`src/rtl/clk_div_gen.sv`:
```
// Multi-channel divided-clock / tick generator; config updates land at period wraps (CLK_DIV_GEN_PHASE_EN adds cfg_phase).
// Latency: stopped channel accepted at edge k runs from edge k+1; running channel applies at its next wrap.
// Backpressure: cfg_ready drops for a channel while its shadow update is pending; out-of-range channels always accept.
module clk_div_gen #(
  parameter int CHANNELS = 2,
  parameter int DIV_W    = 8,
  parameter int CH_W     = (CHANNELS > 1) ? $clog2(CHANNELS) : 1
) (
  input  logic                clk,
  input  logic                rst,
  input  logic                cfg_valid,
  output logic                cfg_ready,
  input  logic [CH_W-1:0]     cfg_chan,
  input  logic [DIV_W-1:0]    cfg_div,
  input  logic                cfg_en,
`ifdef CLK_DIV_GEN_PHASE_EN
  input  logic [DIV_W-1:0]    cfg_phase,
`endif
  output logic [CHANNELS-1:0] div_out,
  output logic [CHANNELS-1:0] div_tick,
  output logic [CHANNELS-1:0] active
);

  localparam logic [DIV_W-1:0] ONE    = DIV_W'(1);
  localparam logic [DIV_W-1:0] TWO    = DIV_W'(2);
  localparam logic [CH_W:0]    CH_LIM = (CH_W + 1)'(CHANNELS);

  logic                chan_ok;
  logic [DIV_W-1:0]    div_s;
  logic [CHANNELS-1:0] pend_vec;

  assign chan_ok = ({1'b0, cfg_chan} < CH_LIM);
  assign div_s   = (cfg_div < TWO) ? TWO : cfg_div;

  always_comb begin
    cfg_ready = 1'b1;
    for (int i = 0; i < CHANNELS; i++) begin
      if (chan_ok && (cfg_chan == CH_W'(i))) begin
        cfg_ready = ~pend_vec[i];
      end
    end
  end

`ifdef CLK_DIV_GEN_PHASE_EN
  logic [DIV_W-1:0] phase_s;
  assign phase_s = (cfg_phase >= div_s) ? '0 : cfg_phase;
`endif

  for (genvar g = 0; g < CHANNELS; g++) begin : g_ch
    logic [DIV_W-1:0] cnt;
    logic [DIV_W-1:0] d;
    logic [DIV_W-1:0] sh_div;
    logic [DIV_W-1:0] cnt_nxt;
    logic [DIV_W-1:0] load_cnt;
    logic             en;
    logic             sh_en;
    logic             pend;
    logic             wrap;
    logic             acc;
    logic             apply;
    logic             out_q;
    logic             tick_q;
    logic             act_q;

    assign acc     = cfg_valid & cfg_ready & chan_ok & (cfg_chan == CH_W'(g));
    assign wrap    = (cnt == (d - ONE));
    // a stopped channel has no period to finish, so it takes the update immediately
    assign apply   = pend & (~en | wrap);
    assign cnt_nxt = wrap ? '0 : (cnt + ONE);

`ifdef CLK_DIV_GEN_PHASE_EN
    logic [DIV_W-1:0] sh_phase;

    always_ff @(posedge clk or posedge rst) begin
      if (rst) begin
        sh_phase <= '0;
      end else if (acc) begin
        sh_phase <= phase_s;
      end
    end

    assign load_cnt = sh_phase;
`else
    assign load_cnt = '0;
`endif

    always_ff @(posedge clk or posedge rst) begin
      if (rst) begin
        cnt    <= '0;
        d      <= TWO;
        en     <= 1'b0;
        sh_div <= TWO;
        sh_en  <= 1'b0;
        pend   <= 1'b0;
        out_q  <= 1'b0;
        tick_q <= 1'b0;
        act_q  <= 1'b0;
      end else begin
        if (acc) begin
          sh_div <= div_s;
          sh_en  <= cfg_en;
          pend   <= 1'b1;
        end
        if (apply) begin
          pend  <= 1'b0;
          d     <= sh_div;
          en    <= sh_en;
          act_q <= sh_en;
          if (sh_en) begin
            cnt    <= load_cnt;
            out_q  <= (load_cnt < (sh_div >> 1));
            tick_q <= (load_cnt == '0);
          end else begin
            cnt    <= '0;
            out_q  <= 1'b0;
            tick_q <= 1'b0;
          end
        end else if (en) begin
          cnt    <= cnt_nxt;
          out_q  <= (cnt_nxt < (d >> 1));
          tick_q <= (cnt_nxt == '0);
        end else begin
          cnt    <= '0;
          out_q  <= 1'b0;
          tick_q <= 1'b0;
        end
      end
    end

    assign pend_vec[g] = pend;
    assign div_out[g]  = out_q;
    assign div_tick[g] = tick_q;
    assign active[g]   = act_q;
  end

endmodule

```
`config.mk`:
```
export PLATFORM = sky130hd
export DESIGN_NAME = clk_div_gen
export DESIGN_NICKNAME = d
export VERILOG_FILES = /design/src/rtl/clk_div_gen.sv
export SDC_FILE = /design/constraint.sdc
export NUM_CORES = 1
export LEC_CHECK = 0
export ABC_CLOCK_PERIOD_IN_PS = 3500
export CAP_MARGIN = 10
export CORE_UTILIZATION = 45
export CTS_CLUSTER_SIZE = 12
export DETAILED_ROUTE_END_ITERATION = 7
export HOLD_SLACK_MARGIN = 0.06
export PLACE_DENSITY = 0.66
export SLEW_MARGIN = 20
export SYNTH_ARGS = -nofsm -noshare
export SYNTH_HDL_FRONTEND = slang
export SYNTH_SLANG_ARGS = --single-unit
```
`constraint.sdc`:
```
create_clock -name clk -period 3.5 [get_ports clk]
set_input_delay 0.7 -clock clk [delete_from_list [all_inputs] [get_ports clk]]
set_output_delay 0.7 -clock clk [all_outputs]
set_load 0.005 [all_outputs]
```
==> results of run 1 <==
==> area by class of cell <==
cell class / instances / area, sq um
clock buffers: 9 / 124
fillers: 721 / 3680
multi-input cells: 303 / 2010
well taps: 102 / 128
flip-flops and latches: 58 / 1460
repair buffers: 27 / 250
clock inverters: 7 / 77.6
inverters: 22 / 82.6
==> power groups by stage <==
stage	registers (mW)	logic (mW)	clock network, mW
2_1_floorplan	1.14	1.26	0
3_5_place_dp	1.35	1.45	0
5_1_grt	1.39	1.67	0.666
3_3_place_gp	1.34	1.42	0
4_1_cts	1.34	1.46	0.636
6_report	1.34	1.47	0.623
==> registers in the layout (all words and copies together) (netlist names) <==
| register | flops |
|---|---|
| g_ch.cnt | 16 |
| g_ch.d | 16 |
| g_ch.sh_div | 16 |
| g_ch.out_q | 2 |
| g_ch.pend | 2 |
| g_ch.sh_en | 2 |
| g_ch.tick_q | 2 |
| g_ch.act_q | 1 |
| g_ch.en | 1 |
==> cell families (layout without fill, tap and decap cells) <==
group | Yosys count | count (layout) | share of synthesized area, %
XOR/XNOR | 33 | 33 | 8.05
AO/OA/AOI/OAI | 82 | 82 | 15.4
multiplexers | 18 | 18 | 5.40
buffers and inverters | 50 | 65 | 6.18
AND/OR/NAND/NOR | 156 | 156 | 20.7
flip-flops | 58 | 58 | 39.5
adder cells (fa/ha/maj) | 14 | 14 | 4.75
==> worst max path at each step <==
stage | end | slack [ps] | cells after the start
floorplan | g_ch[0].out_q | 330 | 14
global placement | g_ch[0].out_q | 210 | 14
detailed placement | g_ch[1].out_q | 220 | 14
CTS | g_ch[1].out_q | 170 | 14
global route | g_ch[0].out_q | 4 | 14
finish | g_ch[0].out_q | 270 | 14
==> critical path, cell delays in order (launching register included) <==
cell,delay [ps]
dfstp_2,600
inv_1,90
ha_1,290
xor2_1,150
o2111ai_1,140
or4_4,460
nor3_4,160
buf_4,190
nor2_1,60
ha_1,180
a21o_1,170
a211o_1,300
nor3_1,180
a21oi_1,60
mux2i_1,140
==> cells in the final DEF (no fill, tap or decap), types with 11 or more instances in the layout <==
| master | count |
|---|---|
| dfrtp_1 | 54 |
| nand2_1 | 43 |
| nor2_1 | 41 |
| nand3_1 | 24 |
| o21ai_0 | 22 |
| inv_1 | 20 |
| clkdlybuf4s50_1 | 19 |
| xor2_1 | 18 |
| mux2_2 | 15 |
| xnor2_1 | 14 |
| a31oi_1 | 14 |
| ha_1 | 14 |
| a21oi_1 | 11 |
==> metal layers <==
layer / share of wire, % / GRT usage [%] / vias to the layer above
li1: - / - / 1479
met1: 50 / 32.4 / 1459
met2: 44 / 32.2 / 88
met3: 4.2 / 3.04 / 11
met4: 1.3 / 7.16 / 0
met5: 0 / 0 / -
==> timing repair <==
| action | 4_1_cts | 5_1_grt |
|---|---|---|
| setup buffers | 0 | 0 |
| gates resized for setup | 0 | 2 |
| setup endpoints to repair | 0 | 2 |
==> metrics by stage <==
| stage | hold slack, ps | total power, mW | instances |
|---|---|---|---|
| 2_1_floorplan | 446 | 2.40 | 411 |
| 3_3_place_gp | 470 | 2.76 | 512 |
| 3_5_place_dp | 489 | 2.79 | 512 |
| 4_1_cts | 500 | 3.43 | 528 |
| 5_1_grt | 528 | 3.73 | 528 |
| 6_report | 499 | 3.43 | 528 |
==> impl_results.md, run 1 <==
- Status: complete, no violations
- Final core occ: a little over half
- Worst skew pair latency: 340 ps
- Mapped cell area: roughly 3700 sq um
- Max-Cap Viols: 0
- Asr flop ratio synth: 100%
- # nets final: approximately 450
- FF+latch count, synth: 58
- WP data arrival: roughly 3500 ps
- Post-Synthesis Cells: 411
- Rel. slew slack: 45.2%
- Net switching power: 1.46 mW
- Initial antenna violation count: 0
- Global-route wire length before repair: 14,700 um
- R2R Path End: g_ch[0].out_q
- Chip width: between 90 and 100 um
- Measured slew at the worst slew-check pin: 822 ps
- Most frequent cell after synthesis: dfrtp_1
- Syn_nets: between 400 and 500
- Top cell type's share of synthesized area: 36.7%
- Sw Share: 42.6%
- Vias in the first global route: between 2,000 and 3,000
- DR WL/cell: 15.8 um
- Die Height: 92.5 um
- Syn avg cell area: 8.97 sq um
- # IOs: 20
- Netlist cell types: 58
- Setup Skew: 8.86 ps
- Worst-path clk slew: roughly 80 ps
- Via count: 3,037
- Hold/Removal Path Class: reg -> reg
- Finished Cell Area: 4130 sq um
- Synth Warn #: 0
- Clock network fraction of total power: 18.2%
- Reg power frac: 39.1%
- GPL Wtd Cong: 0.877
- Placed cell area: roughly 4000 sq um
- Initial DRT Pass Iterations: 4
- Pre-CTS WS: about 220 ps
- Routed Antenna Nets: 0
- DRC viols: 0
- Overall Global Routing Usage: about 22%
- Initial Util: 47.2%
- Most frequent cells after synthesis: dfrtp_1 (54), nand2_1 (43), nor2_1 (41), nand3_1 (24), o21ai_0 (22)
- Initial DRC count: 195
- Worst r2r src: g_ch[0].d[1]
- Fin crit share: 92.3%
- P_leak: about 1.8 nW
- Power Internal: between 1.5 and 2 mW
- Minimum clock period: roughly 3200 ps
- Top FF cell, synth: dfrtp_1
- Hold path endpoint: g_ch[1].sh_div[1]
- Hold Crit Start: g_ch[1].sh_div[1]
- Sequential-to-total area share from yosys stat: between 30 and 40%
- Max Clk Rate: 310 MHz
- DIE AREA: 8550 sq um
- Fin Setup TNS: 0 ps
- Worst Setup End Kind: register
- DP Wirelength: 6260 um
- Peak VDD IR: 0.000327 V
- Largest net degree at the start of global routing: 35
- Final hold viol count: 0
- # hold bufs at CTS: 0
- Core area: 7810 sq um
- Clock Path Buffers: 2
- Critical path class: reg -> reg
- Reg2reg setup slack: 270 ps
- Row cnt: 32
- Largest fanout on the critical path: 7
- Top post-synthesis cells by area: dfrtp_1 (37%), ha_1 (4.8%), mux2_2 (4.6%)
- R2R depth: 14
- CTS root buf: clkbuf_8
- Hold-critical path depth: 2
- Area Growth Syn to Fin: 12.0%
- Critical Path RT: between 3000 and 4000 ps
- Power Dens Cells: 831 nW/um^2
- Final setup fails: 0
- Routed WL: around 8400 um
- GRT Residual Overflow: 0
- Clock sinks: 58
- H-tree depth: 3
- Setup WS post-layout: 270 ps
- DR vias/cell: 5.75
- Max-slew violation count: 0
- Fraction of layout cells with a size suffix above 1: 12.9%
- Startpoint types: register
- Critical Path Source: g_ch[0].d[1]
- Synth area leader: dfrtp_1
- Gate power share: 42.8%
- TritonCTS buffer count: 9
- CTS tree: done
- EDFF count, synth: 0
- PortBufs: 19
- Antenna cells: 0
- Unrepaired setup endpoints after global routing: false
Power figures use the tool's default switching activity.
==> inputs of run 2 (changes only) <==
--- a/config.mk
+++ b/config.mk
@@ -7,6 +7,7 @@
 export LEC_CHECK = 0
 export ABC_CLOCK_PERIOD_IN_PS = 3500
 export CAP_MARGIN = 10
+export CORE_MARGIN = 1
 export CORE_UTILIZATION = 45
 export CTS_CLUSTER_SIZE = 12
 export DETAILED_ROUTE_END_ITERATION = 7
==> results of run 2 <==
The final DEF is identical to that of run 1; final timing and power are the same.
